**src/rtl/multicycle_control_if.sv**
```systemverilog
// Control bus between the multi-cycle sequencer and the shared-memory CPU datapath.
// The controller drives the master side; the datapath and memory drive the slave side.
interface multicycle_control_if #(
  parameter int CNT_W = 16
);
  logic [5:0]       Op;
  logic             Zero;
  logic             mem_ready;
  logic             PCWrite;
  logic             IRWrite;
  logic             IorD;
  logic             MemRead;
  logic             MemWrite;
  logic             MemtoReg;
  logic             RegDst;
  logic             RegWrite;
  logic             ALUSrcA;
  logic [1:0]       ALUSrcB;
  logic [2:0]       ALUOp;
  logic [1:0]       PCSource;
  logic             halted;
  logic [1:0]       err_code;
  logic [CNT_W-1:0] instr_count;

  modport master (
    input  Op, Zero, mem_ready,
    output PCWrite, IRWrite, IorD, MemRead, MemWrite, MemtoReg, RegDst,
           RegWrite, ALUSrcA, ALUSrcB, ALUOp, PCSource, halted, err_code,
           instr_count
  );

  modport slave (
    output Op, Zero, mem_ready,
    input  PCWrite, IRWrite, IorD, MemRead, MemWrite, MemtoReg, RegDst,
           RegWrite, ALUSrcA, ALUSrcB, ALUOp, PCSource, halted, err_code,
           instr_count
  );
endinterface

```
**src/rtl/multicycle_control.sv**
```systemverilog
// Multi-cycle instruction sequencer: steps FETCH..WRITEBACK, stalls on mem_ready,
// counts retired instructions and halts with an error code on bad opcode or memory timeout.
module multicycle_control #(
  parameter int MEM_TIMEOUT = 16,
  parameter int CNT_W       = 16
) (
  input logic                  clk,
  input logic                  rst,
  multicycle_control_if.master bus
);

  localparam int WW = $clog2(MEM_TIMEOUT);
  localparam logic [WW-1:0] WAIT_LAST = WW'(MEM_TIMEOUT - 1);

  localparam logic [5:0] OP_LW   = 6'd35;
  localparam logic [5:0] OP_SW   = 6'd43;
  localparam logic [5:0] OP_R    = 6'd20;
  localparam logic [5:0] OP_ADDI = 6'd8;
  localparam logic [5:0] OP_SUBI = 6'd9;
  localparam logic [5:0] OP_BEQ  = 6'd4;
  localparam logic [5:0] OP_J    = 6'd2;

  typedef enum logic [3:0] {
    S_FETCH, S_DECODE, S_MEMADR, S_MEMRD, S_LWWB, S_MEMWR,
    S_EXEC_R, S_RWB, S_EXEC_I, S_IWB, S_BRANCH, S_JUMP, S_HALT
  } state_e;

  typedef enum logic [1:0] {
    ERR_NONE    = 2'b00,
    ERR_ILLEGAL = 2'b01,
    ERR_TIMEOUT = 2'b10
  } err_e;

  state_e           state_q, state_d;
  err_e             err_q, err_d;
  logic [5:0]       op_q, op_d;
  logic [WW-1:0]    wait_q, wait_d;
  logic [CNT_W-1:0] cnt_q, cnt_d;
  logic             mem_stall;

  logic       pc_write, ir_write, iord, mem_read, mem_write;
  logic       mem_to_reg, reg_dst, reg_write, alu_src_a, halted;
  logic [1:0] alu_src_b, pc_source;
  logic [2:0] alu_op;

  always_ff @(posedge clk) begin
    if (rst) begin
      state_q <= S_FETCH;
      err_q   <= ERR_NONE;
      op_q    <= '0;
      wait_q  <= '0;
      cnt_q   <= '0;
    end else begin
      state_q <= state_d;
      err_q   <= err_d;
      op_q    <= op_d;
      wait_q  <= wait_d;
      cnt_q   <= cnt_d;
    end
  end

  always_comb begin
    state_d   = state_q;
    err_d     = err_q;
    op_d      = op_q;
    wait_d    = wait_q;
    cnt_d     = cnt_q;
    mem_stall = 1'b0;

    unique case (state_q)
      S_FETCH: begin
        if (bus.mem_ready) state_d = S_DECODE;
        else               mem_stall = 1'b1;
      end
      S_DECODE: begin
        op_d = bus.Op;
        unique case (bus.Op)
          OP_LW, OP_SW:     state_d = S_MEMADR;
          OP_R:             state_d = S_EXEC_R;
          OP_ADDI, OP_SUBI: state_d = S_EXEC_I;
          OP_BEQ:           state_d = S_BRANCH;
          OP_J:             state_d = S_JUMP;
          default: begin
            state_d = S_HALT;
            err_d   = ERR_ILLEGAL;
          end
        endcase
      end
      S_MEMADR: state_d = (op_q == OP_LW) ? S_MEMRD : S_MEMWR;
      S_MEMRD: begin
        if (bus.mem_ready) state_d = S_LWWB;
        else               mem_stall = 1'b1;
      end
      S_LWWB:   state_d = S_FETCH;
      S_MEMWR: begin
        if (bus.mem_ready) state_d = S_FETCH;
        else               mem_stall = 1'b1;
      end
      S_EXEC_R: state_d = S_RWB;
      S_RWB:    state_d = S_FETCH;
      S_EXEC_I: state_d = S_IWB;
      S_IWB:    state_d = S_FETCH;
      S_BRANCH: state_d = S_FETCH;
      S_JUMP:   state_d = S_FETCH;
      S_HALT:   state_d = S_HALT;
      default:  state_d = S_HALT;
    endcase

    // A ready on the last allowed wait cycle completes normally; only a stall times out.
    if (mem_stall) begin
      if (wait_q == WAIT_LAST) begin
        state_d = S_HALT;
        err_d   = ERR_TIMEOUT;
      end else begin
        wait_d = wait_q + 1'b1;
      end
    end
    if (state_d != state_q) wait_d = '0;

    // Only retiring states ever move into FETCH, so any entry from elsewhere retires one.
    if (state_q != S_FETCH && state_d == S_FETCH) cnt_d = cnt_q + 1'b1;
  end

  always_comb begin
    pc_write   = 1'b0;
    ir_write   = 1'b0;
    iord       = 1'b0;
    mem_read   = 1'b0;
    mem_write  = 1'b0;
    mem_to_reg = 1'b0;
    reg_dst    = 1'b0;
    reg_write  = 1'b0;
    alu_src_a  = 1'b0;
    alu_src_b  = 2'b00;
    alu_op     = 3'b000;
    pc_source  = 2'b00;
    halted     = 1'b0;

    unique case (state_q)
      S_FETCH: begin
        mem_read  = 1'b1;
        alu_src_b = 2'b01;
        ir_write  = bus.mem_ready;
        pc_write  = bus.mem_ready;
      end
      S_DECODE: alu_src_b = 2'b11;
      S_MEMADR: begin
        alu_src_a = 1'b1;
        alu_src_b = 2'b10;
      end
      S_MEMRD: begin
        mem_read = 1'b1;
        iord     = 1'b1;
      end
      S_LWWB: begin
        reg_write  = 1'b1;
        mem_to_reg = 1'b1;
      end
      S_MEMWR: begin
        mem_write = 1'b1;
        iord      = 1'b1;
      end
      S_EXEC_R: begin
        alu_src_a = 1'b1;
        alu_op    = 3'b010;
      end
      S_RWB: begin
        reg_write = 1'b1;
        reg_dst   = 1'b1;
      end
      S_EXEC_I: begin
        alu_src_a = 1'b1;
        alu_src_b = 2'b10;
        alu_op    = (op_q == OP_SUBI) ? 3'b001 : 3'b000;
      end
      S_IWB: reg_write = 1'b1;
      S_BRANCH: begin
        alu_src_a = 1'b1;
        alu_op    = 3'b101;
        pc_source = 2'b01;
        pc_write  = bus.Zero;
      end
      S_JUMP: begin
        pc_source = 2'b10;
        pc_write  = 1'b1;
      end
      S_HALT:  halted = 1'b1;
      default: halted = 1'b1;
    endcase

    if (rst) begin
      pc_write  = 1'b0;
      ir_write  = 1'b0;
      mem_read  = 1'b0;
      mem_write = 1'b0;
      reg_write = 1'b0;
    end
  end

  assign bus.PCWrite     = pc_write;
  assign bus.IRWrite     = ir_write;
  assign bus.IorD        = iord;
  assign bus.MemRead     = mem_read;
  assign bus.MemWrite    = mem_write;
  assign bus.MemtoReg    = mem_to_reg;
  assign bus.RegDst      = reg_dst;
  assign bus.RegWrite    = reg_write;
  assign bus.ALUSrcA     = alu_src_a;
  assign bus.ALUSrcB     = alu_src_b;
  assign bus.ALUOp       = alu_op;
  assign bus.PCSource    = pc_source;
  assign bus.halted      = halted;
  assign bus.err_code    = err_q;
  assign bus.instr_count = cnt_q;

endmodule

```
**src/flat_wrapper.sv**
```systemverilog
// flat-port wrapper written by rule: the top's interface ports become plain ports
module multicycle_control_flat 
#(
  parameter int MEM_TIMEOUT = 16,
  parameter int CNT_W       = 16
)
  (clk, rst, bus_Op, bus_Zero, bus_mem_ready, bus_PCWrite, bus_IRWrite, bus_IorD, bus_MemRead, bus_MemWrite, bus_MemtoReg, bus_RegDst, bus_RegWrite, bus_ALUSrcA, bus_ALUSrcB, bus_ALUOp, bus_PCSource, bus_halted, bus_err_code, bus_instr_count);
  multicycle_control_if #(.CNT_W(CNT_W)) bus_i ();
  input logic clk;
  input logic rst;
  input wire logic [$bits(bus_i.Op)-1:0] bus_Op;
  input wire logic [$bits(bus_i.Zero)-1:0] bus_Zero;
  input wire logic [$bits(bus_i.mem_ready)-1:0] bus_mem_ready;
  output wire logic [$bits(bus_i.PCWrite)-1:0] bus_PCWrite;
  output wire logic [$bits(bus_i.IRWrite)-1:0] bus_IRWrite;
  output wire logic [$bits(bus_i.IorD)-1:0] bus_IorD;
  output wire logic [$bits(bus_i.MemRead)-1:0] bus_MemRead;
  output wire logic [$bits(bus_i.MemWrite)-1:0] bus_MemWrite;
  output wire logic [$bits(bus_i.MemtoReg)-1:0] bus_MemtoReg;
  output wire logic [$bits(bus_i.RegDst)-1:0] bus_RegDst;
  output wire logic [$bits(bus_i.RegWrite)-1:0] bus_RegWrite;
  output wire logic [$bits(bus_i.ALUSrcA)-1:0] bus_ALUSrcA;
  output wire logic [$bits(bus_i.ALUSrcB)-1:0] bus_ALUSrcB;
  output wire logic [$bits(bus_i.ALUOp)-1:0] bus_ALUOp;
  output wire logic [$bits(bus_i.PCSource)-1:0] bus_PCSource;
  output wire logic [$bits(bus_i.halted)-1:0] bus_halted;
  output wire logic [$bits(bus_i.err_code)-1:0] bus_err_code;
  output wire logic [$bits(bus_i.instr_count)-1:0] bus_instr_count;
  assign bus_i.Op = bus_Op;
  assign bus_i.Zero = bus_Zero;
  assign bus_i.mem_ready = bus_mem_ready;
  assign bus_PCWrite = bus_i.PCWrite;
  assign bus_IRWrite = bus_i.IRWrite;
  assign bus_IorD = bus_i.IorD;
  assign bus_MemRead = bus_i.MemRead;
  assign bus_MemWrite = bus_i.MemWrite;
  assign bus_MemtoReg = bus_i.MemtoReg;
  assign bus_RegDst = bus_i.RegDst;
  assign bus_RegWrite = bus_i.RegWrite;
  assign bus_ALUSrcA = bus_i.ALUSrcA;
  assign bus_ALUSrcB = bus_i.ALUSrcB;
  assign bus_ALUOp = bus_i.ALUOp;
  assign bus_PCSource = bus_i.PCSource;
  assign bus_halted = bus_i.halted;
  assign bus_err_code = bus_i.err_code;
  assign bus_instr_count = bus_i.instr_count;
  multicycle_control #(.MEM_TIMEOUT(MEM_TIMEOUT), .CNT_W(CNT_W)) u_core (.clk(clk), .rst(rst), .bus(bus_i));
endmodule
```
**config.mk**
```make
export PLATFORM = sky130hd
export DESIGN_NAME = multicycle_control_flat
export DESIGN_NICKNAME = d
export VERILOG_FILES = /design/src/rtl/multicycle_control_if.sv /design/src/rtl/multicycle_control.sv /design/src/flat_wrapper.sv
export SDC_FILE = /design/constraint.sdc
export NUM_CORES = 1
export LEC_CHECK = 0
export ABC_AREA = 1
export BUFFER_PORTS_ARGS = -buffer_cell sky130_fd_sc_hd__buf_2
export CORE_MARGIN = 2
export CORE_UTILIZATION = 59
export CTS_BUF_LIST = sky130_fd_sc_hd__clkbuf_4 sky130_fd_sc_hd__clkbuf_8 sky130_fd_sc_hd__clkbuf_16
export DETAILED_ROUTE_END_ITERATION = 10
export PLACE_DENSITY = 0.83
export SLEW_MARGIN = 30
export SYNTH_ARGS = -nofsm -noshare
export SYNTH_HDL_FRONTEND = slang
export SYNTH_SLANG_ARGS = --single-unit
```
**constraint.sdc**
```tcl
create_clock -name clk -period 2.9 [get_ports clk]
set_input_delay 0.29 -clock clk [delete_from_list [all_inputs] [get_ports clk]]
set_output_delay 0.29 -clock clk [all_outputs]
set_load 0.005 [all_outputs]
```
==> results.py, run 1 <==
metrics = {
    "floorplanning": {
        "ios": 45,
        "start_util_pct": 62.1,
        "row_count": 21,
        "dieArea_um2": 4030,
        "core_area_um2": 3360,
        "die_h_um": 63.5,
        "die_w_um": 63.5,
    },
    "global_route": {
        "grt_overflow": 0,
        "grt_max_degree": 24,
        "grt_pass1_vias": 1919,
        "grtUsageTotal_pct": 24.7,
        "antenna_found_initial": 0,
        "grt_pass1_wl_um": 8090,
    },
    "worst_setup_path": {
        "critPathKind": "reg2reg",
        "crit_path_start_kind": "flip-flop",
        "r2r_cells": 9,
        "r2r-start": "u_core.state_q[1]",
        "cp.arrival_ps": 2390,
        "critPathCaptureType": "flip-flop",
        "required_ps": 3130,
        "r2r_end": "u_core.bus.instr_count[6]",
        "rrSetupSlack_ps": 740,
        "crit_path_max_fanout": 19,
    },
    "yosys": {
        "syn_nets": 340,
        "ys_warn_count": 0,
        "synth_area_leaders": "dfxtp_1 (31%), nand2_1 (13%), nor2_1 (9.9%), inv_1 (6.1%), a21oi_1 (6.0%)",
        "netlist.area_leader.share_pct": 30.7,
        "netlist_top_cells_count": "nand2_1 (71), nor2_1 (55), inv_1 (34)",
        "ys_seq_area_share_pct": 30.7,
        "ys_ff_latch": 32,
        "netlist_instances": 328,
        "syn_area_per_cell_um2": 6.37,
        "synth_most_common_cell": "nand2_1",
        "synth-main-ff-cell": "dfxtp_1",
        "synth_edf_count": 0,
        "synth_top_area_cell": "dfxtp_1",
        "postSynth.asyncResetShare_pct": 0,
        "synth.distinct_cells": 29,
        "syn-cell-area_um2": 2090,
    },
    "clock_tree": {
        "cts_buffer_depth": 2,
        "cts-root-buf": "clkbuf_4",
        "clk_latency_ps": 340,
        "htree_num_levels": 2,
        "cts_tree": "built",
        "postCtsSetupBuffers": 0,
        "cts_resized": 0,
        "cts_hold_buffers": 0,
        "clk_pin_slew_ps": 110,
        "clock-sinks": 32,
        "cts_made_buffers": 5,
    },
    "timing": {
        "worstMarginPinSlew_ps": 360,
        "finalHoldViolations": 0,
        "finalSetupViolations": 0,
        "holdWs_ps": 249,
        "max_slew_margin_pct": 75.8,
        "final_max_slew_viol_count": 0,
        "finalCriticalPeriod_ps": 2160,
        "rsz0062_at_grt": "no",
        "fin_tns_setup_ps": 0,
        "fmax_mhz": 463,
        "finClkSkew_ps": 13.2,
        "period_share_pct": 74.5,
    },
    "cells_and_area": {
        "syn_to_final_growth_pct": 14.7,
        "antenna_cells": 0,
        "drive_gt1_share_pct": 20.4,
        "nets": 383,
    },
    "route": {
        "wire_per_inst_um": 11.2,
        "drc": 0,
        "avgViaCountPerCell": 5.22,
        "drt_first_pass_iters": 4,
        "drt_iter0_drc": 178,
        "drt_wl_total_um": 4680,
        "postRouteAntennaNets": 0,
        "vias": 2182,
    },
    "placed_design": {
        "dpl.hpwl_um": 3640,
        "io_buffers": 44,
        "gp_congestion": 0.908,
    },
    "power": {
        "power_density_nw_per_um2": 535,
        "leakage_nw": 1.20,
        "peakVddDrop_v": 0.000467,
    },
    "min_path": {
        "holdPathStages": 3,
        "hp-start": "bus_Op[3]",
        "min_to": "u_core.op_q[3]",
        "min_path_type": "in2reg",
    },
    "run": {
        "max_cap_violations": 0,
    },
    "status": {
        "status": "finished clean",
    },
}
per-stage QoR:
step | cell area, µm² | power [mW] | std cells | setup slack (ps) | util (%)
floorplan | 2090 | 0.863 | 328 | 1280 | -
global placement | 2320 | 0.940 | 410 | 862 | 68.9
detailed placement | 2320 | 0.951 | 410 | 800 | 68.9
CTS | 2400 | 1.29 | 418 | 766 | 71.2
global route | 2400 | 1.38 | 418 | 511 | 71.2
finish | 2400 | 1.28 | 418 | 740 | 71.2
report_power, final:
group | internal, mW | total [mW] | leakage (nW) | switching [mW]
sequential | 0.478 | 0.514 | 0.260 | 0.0364
clock | 0.180 | 0.341 | 0.0412 | 0.161
combinational | 0.138 | 0.426 | 0.901 | 0.288
total | 0.796 | 1.28 | 1.20 | 0.486
sequential cells by signal, indices dropped and copies added (netlist names):
name	flops
u_core.state_q	4
u_core.wait_q	4
u_core.bus.instr_count	16
u_core.op_q	6
u_core.bus.err_code	2
layer usage:
| metal | GRT usage (%) | routed length (µm) | vias to the layer above |
|---|---|---|---|
| met3 | 5.36 | 258 | 10 |
| met1 | 31.4 | 2170 | 960 |
| met2 | 40.9 | 2150 | 57 |
| met4 | 8.97 | 103 | 0 |
| li1 | - | - | 1155 |
| met5 | 0 | 0 | - |
worst max-delay path, stage by stage, from the launching register on:
cell and delay (ps):
dfxtp_1 550, nor2_1 140, nand2_1 130, o21ai_1 90
nor2_1 170, nand3_1 140, nor2_4 340, nand3_4 240
o21ai_1 180, nor2_1 60
cell families (layout without fill, tap and decap cells):
| group | after synthesis | in the layout | share of synthesized area, % |
|---|---|---|---|
| AOI/OAI and AO/OA | 40 | 40 | 9.83 |
| buffers and inverters | 49 | 93 | 9.95 |
| muxes | 1 | 1 | 0.539 |
| and+or+nand+nor | 189 | 189 | 41.5 |
| xor gates and xnor gates | 15 | 15 | 6.29 |
| adders and majority gates | 2 | 2 | 1.20 |
| DFF | 32 | 32 | 30.7 |
how the worst max path moves through the flow:
stage                       from                   endpoint
2_1_floorplan  u_core.state_q[1]  u_core.bus.instr_count[1]
4_1_cts        u_core.state_q[1]  u_core.bus.instr_count[6]
6_report       u_core.state_q[1]  u_core.bus.instr_count[6]
5_1_grt        u_core.state_q[1]  u_core.bus.instr_count[6]
3_5_place_dp   u_core.state_q[1]  u_core.bus.instr_count[6]
3_3_place_gp   u_core.state_q[1]  u_core.bus.instr_count[6]
cells in the final DEF, fill, tap and decap left out:
cell / instances
o31ai_1: 1
nand4_2: 1
nand3_1: 24
nor3_1: 5
nor2_4: 2
dfxtp_1: 32
clkinv_2: 1
clkinvlp_4: 1
inv_2: 6
ha_1: 2
xnor2_1: 7
nor2_1: 55
nand3b_1: 1
nand2_1: 71
xor2_1: 8
a21oi_1: 25
nand2_2: 3
nor2_2: 6
o21ai_0: 8
buf_2: 44
clkbuf_4: 5
o22ai_1: 2
nand3_4: 1
bufinv_16: 1
nand4_1: 17
mux2_2: 1
or2_2: 1
inv_1: 34
o21ai_1: 4
nand3_2: 2
buf_4: 1
layout make-up:
cell class,instances,area (µm²)
Sequential cell,32,641
Inverter,40,150
Clock buffer,5,37.5
Multi-Input combinational cell,247,1240
Timing Repair Buffer,45,228
Tap cell,46,57.6
Clock inverter,3,42.5
Fill cell,326,967
No activity file was read; power rests on OpenSTA's default activity.
==> run 2, diff against run 1 <==
Settings changed: CORE_UTILIZATION 59 to 49, PLACE_DENSITY 0.83 to 0.73.
Clock period 2.9 ns to 1.9 ns, I/O delays scaled along.
==> results.py, run 2 (same netlist as run 1, synthesis figures left out) <==
metrics = {
    "clock_tree": {
        "cts_hold_buffers": 0,
        "htree_num_levels": 2,
        "clock-sinks": 32,
        "clk_latency_ps": 290,
        "cts_made_buffers": 5,
        "cts_tree": "built",
        "cts-root-buf": "clkbuf_8",
        "clk_pin_slew_ps": 70,
        "cts_buffer_depth": 2,
    },
    "min_path": {
        "min_path_type": "in2reg",
    },
    "timing": {
        "max_slew_margin_pct": 74.8,
        "worstMarginPinSlew_ps": 378,
        "finalHoldViolations": 0,
        "setup_ws_ps": 73.5,
        "final_max_slew_viol_count": 0,
        "period_share_pct": 96.1,
        "finClkSkew_ps": 8.88,
        "finalCriticalPeriod_ps": 1830,
        "finalSetupViolations": 0,
        "fmax_mhz": 547,
        "holdWs_ps": 184,
    },
    "power": {
        "power.share.combinational_pct": 37.3,
        "peakVddDrop_v": 0.000454,
        "switching_share_pct": 36.2,
        "clockPowerShare_pct": 30.2,
        "p_sw_mw": 0.886,
        "leakage_nw": 1.33,
        "internal_power_mw": 1.56,
        "p_total_mw": 2.45,
        "power_density_nw_per_um2": 916,
        "seqPwrFrac_pct": 32.4,
    },
    "floorplanning": {
        "dieArea_um2": 4800,
        "row_count": 23,
        "die_h_um": 69.3,
        "ios": 45,
        "core_area_um2": 4060,
        "die_w_um": 69.3,
        "start_util_pct": 51.5,
    },
    "worst_setup_path": {
        "critPathTopFamily": "simple AND/OR/NAND/NOR gates",
        "crit_path_cell_trace": "inv_2, nor2_2, nand2_1, o21ai_1, nor2_1, nand3_2, nor2_4, buf_4, nand3_4, nand2_1, nand2_1, nor2_1",
        "critPathKind": "reg2reg",
        "max_stage_delay_ps": 380,
        "cp.arrival_ps": 2060,
        "critPathCaptureType": "flip-flop",
        "crit_path_max_fanout": 9,
        "cp_num_buf_inv": 2,
        "crit_slowest_cell": "dfxtp_4",
        "required_ps": 2130,
        "crit_top_cell": "nand2_1",
        "crit_path_start_kind": "flip-flop",
    },
    "route": {
        "postRouteAntennaNets": 0,
        "drt_iter0_drc": 139,
        "drt_wl_total_um": 5620,
        "vias": 2323,
        "avgViaCountPerCell": 5.28,
        "drt_first_pass_iters": 5,
        "wire_per_inst_um": 12.8,
        "drc": 0,
    },
    "placed_design": {
        "place_worst_setup_slack_ps": -73.9,
        "gp_congestion": 0.875,
        "io_buffers": 44,
        "dp.cells": 424,
        "dpl.hpwl_um": 3950,
    },
    "global_route": {
        "grt_pass1_vias": 2003,
        "antenna_found_initial": 0,
        "grt_max_degree": 23,
        "grtUsageTotal_pct": 22.0,
        "grt_pass1_wl_um": 8730,
        "grt_overflow": 0,
    },
    "cells_and_area": {
        "drive_gt1_share_pct": 26.2,
        "syn_to_final_growth_pct": 27.8,
        "antenna_cells": 0,
        "nets": 401,
        "final_cells": 440,
        "final_cell_mix": "nand2_1 (70), nor2_1 (53), buf_2 (44)",
        "largest_reg_flops": 16,
        "final_common_cell": "nand2_1",
    },
    "status": {
        "status": "finished clean",
    },
    "run": {
        "max_cap_violations": 0,
    },
}
## run 2: changes by cell type in the layout (fill, tap and decap cells not counted), moves of 2 or more
cell and delta:
dfxtp_2 +3, buf_4 +12, clkbuf_8 +7, nor2_1 -2, nand3_4 +2, clkbuf_4 -5, dfxtp_1 -4
## run 2: path summary, 6_finish.rpt
check                                            endpoint               from  cells past startpoint  slack (ps)
worst min register to register             u_core.op_q[1]     u_core.op_q[1]                      2         480
worst max-delay path            u_core.bus.instr_count[0]  u_core.state_q[3]                     12          70
worst min-delay path                       u_core.op_q[3]          bus_Op[3]                      3         180
worst max register to register  u_core.bus.instr_count[0]  u_core.state_q[3]                     12          70
## run 2: cell type report
cell class / count / area (µm²)
Clock buffer: 7 / 96.3
Clock inverter: 1 / 30.0
Fill cell: 358 / 1390
Inverter: 40 / 150
Multi-Input combinational cell: 249 / 1290
Sequential cell: 32 / 648
Tap cell: 50 / 62.6
Timing Repair Buffer: 61 / 389
## run 2: worst reg2reg max path: stages (launching register included)
cell and delay (ps):
dfxtp_4 380, inv_2 80, nor2_2 50, nand2_1 130, o21ai_1 100, nor2_1 220
nand3_2 150, nor2_4 140, buf_4 150, nand3_4 140, nand2_1 100, nand2_1 50
nor2_1 80
## run 2: timing repair
action / CTS / global route
resized for setup: 1 / 14
pin swaps: 1 / 6
endpoints found under the setup margin: 16 / 21
gates cloned: 0 / 3
buffers inserted: 0 / 5
## run 2: stage by stage
stage	util (%)	setup TNS (ps)	area, µm²
detailed placement	59.1	-380	2400
floorplan	-	0	2090
CTS	62.2	0	2520
global route	65.8	-36.7	2670
finish	65.8	0	2670
global placement	59.1	-39.7	2400
## run 2: power groups by stage
stage / Combinational [mW] / Sequential [mW] / Clock [mW]
2_1_floorplan: 0.527 / 0.790 / 0
3_3_place_gp: 0.733 / 0.797 / 0
3_5_place_dp: 0.735 / 0.799 / 0
4_1_cts: 0.737 / 0.785 / 0.747
5_1_grt: 1.00 / 0.800 / 0.781
6_report: 0.913 / 0.793 / 0.740
## run 2: metal layers
| metal | share of wire (%) | routed length [µm] | track usage (%) | up-vias |
|---|---|---|---|---|
| li1 | - | - | - | 1186 |
| met1 | 45 | 2540 | 27.6 | 1040 |
| met2 | 47 | 2620 | 36.8 | 87 |
| met3 | 6.7 | 376 | 5.67 | 10 |
| met4 | 1.5 | 85 | 7.63 | 0 |
| met5 | 0 | 0 | 0 | - |
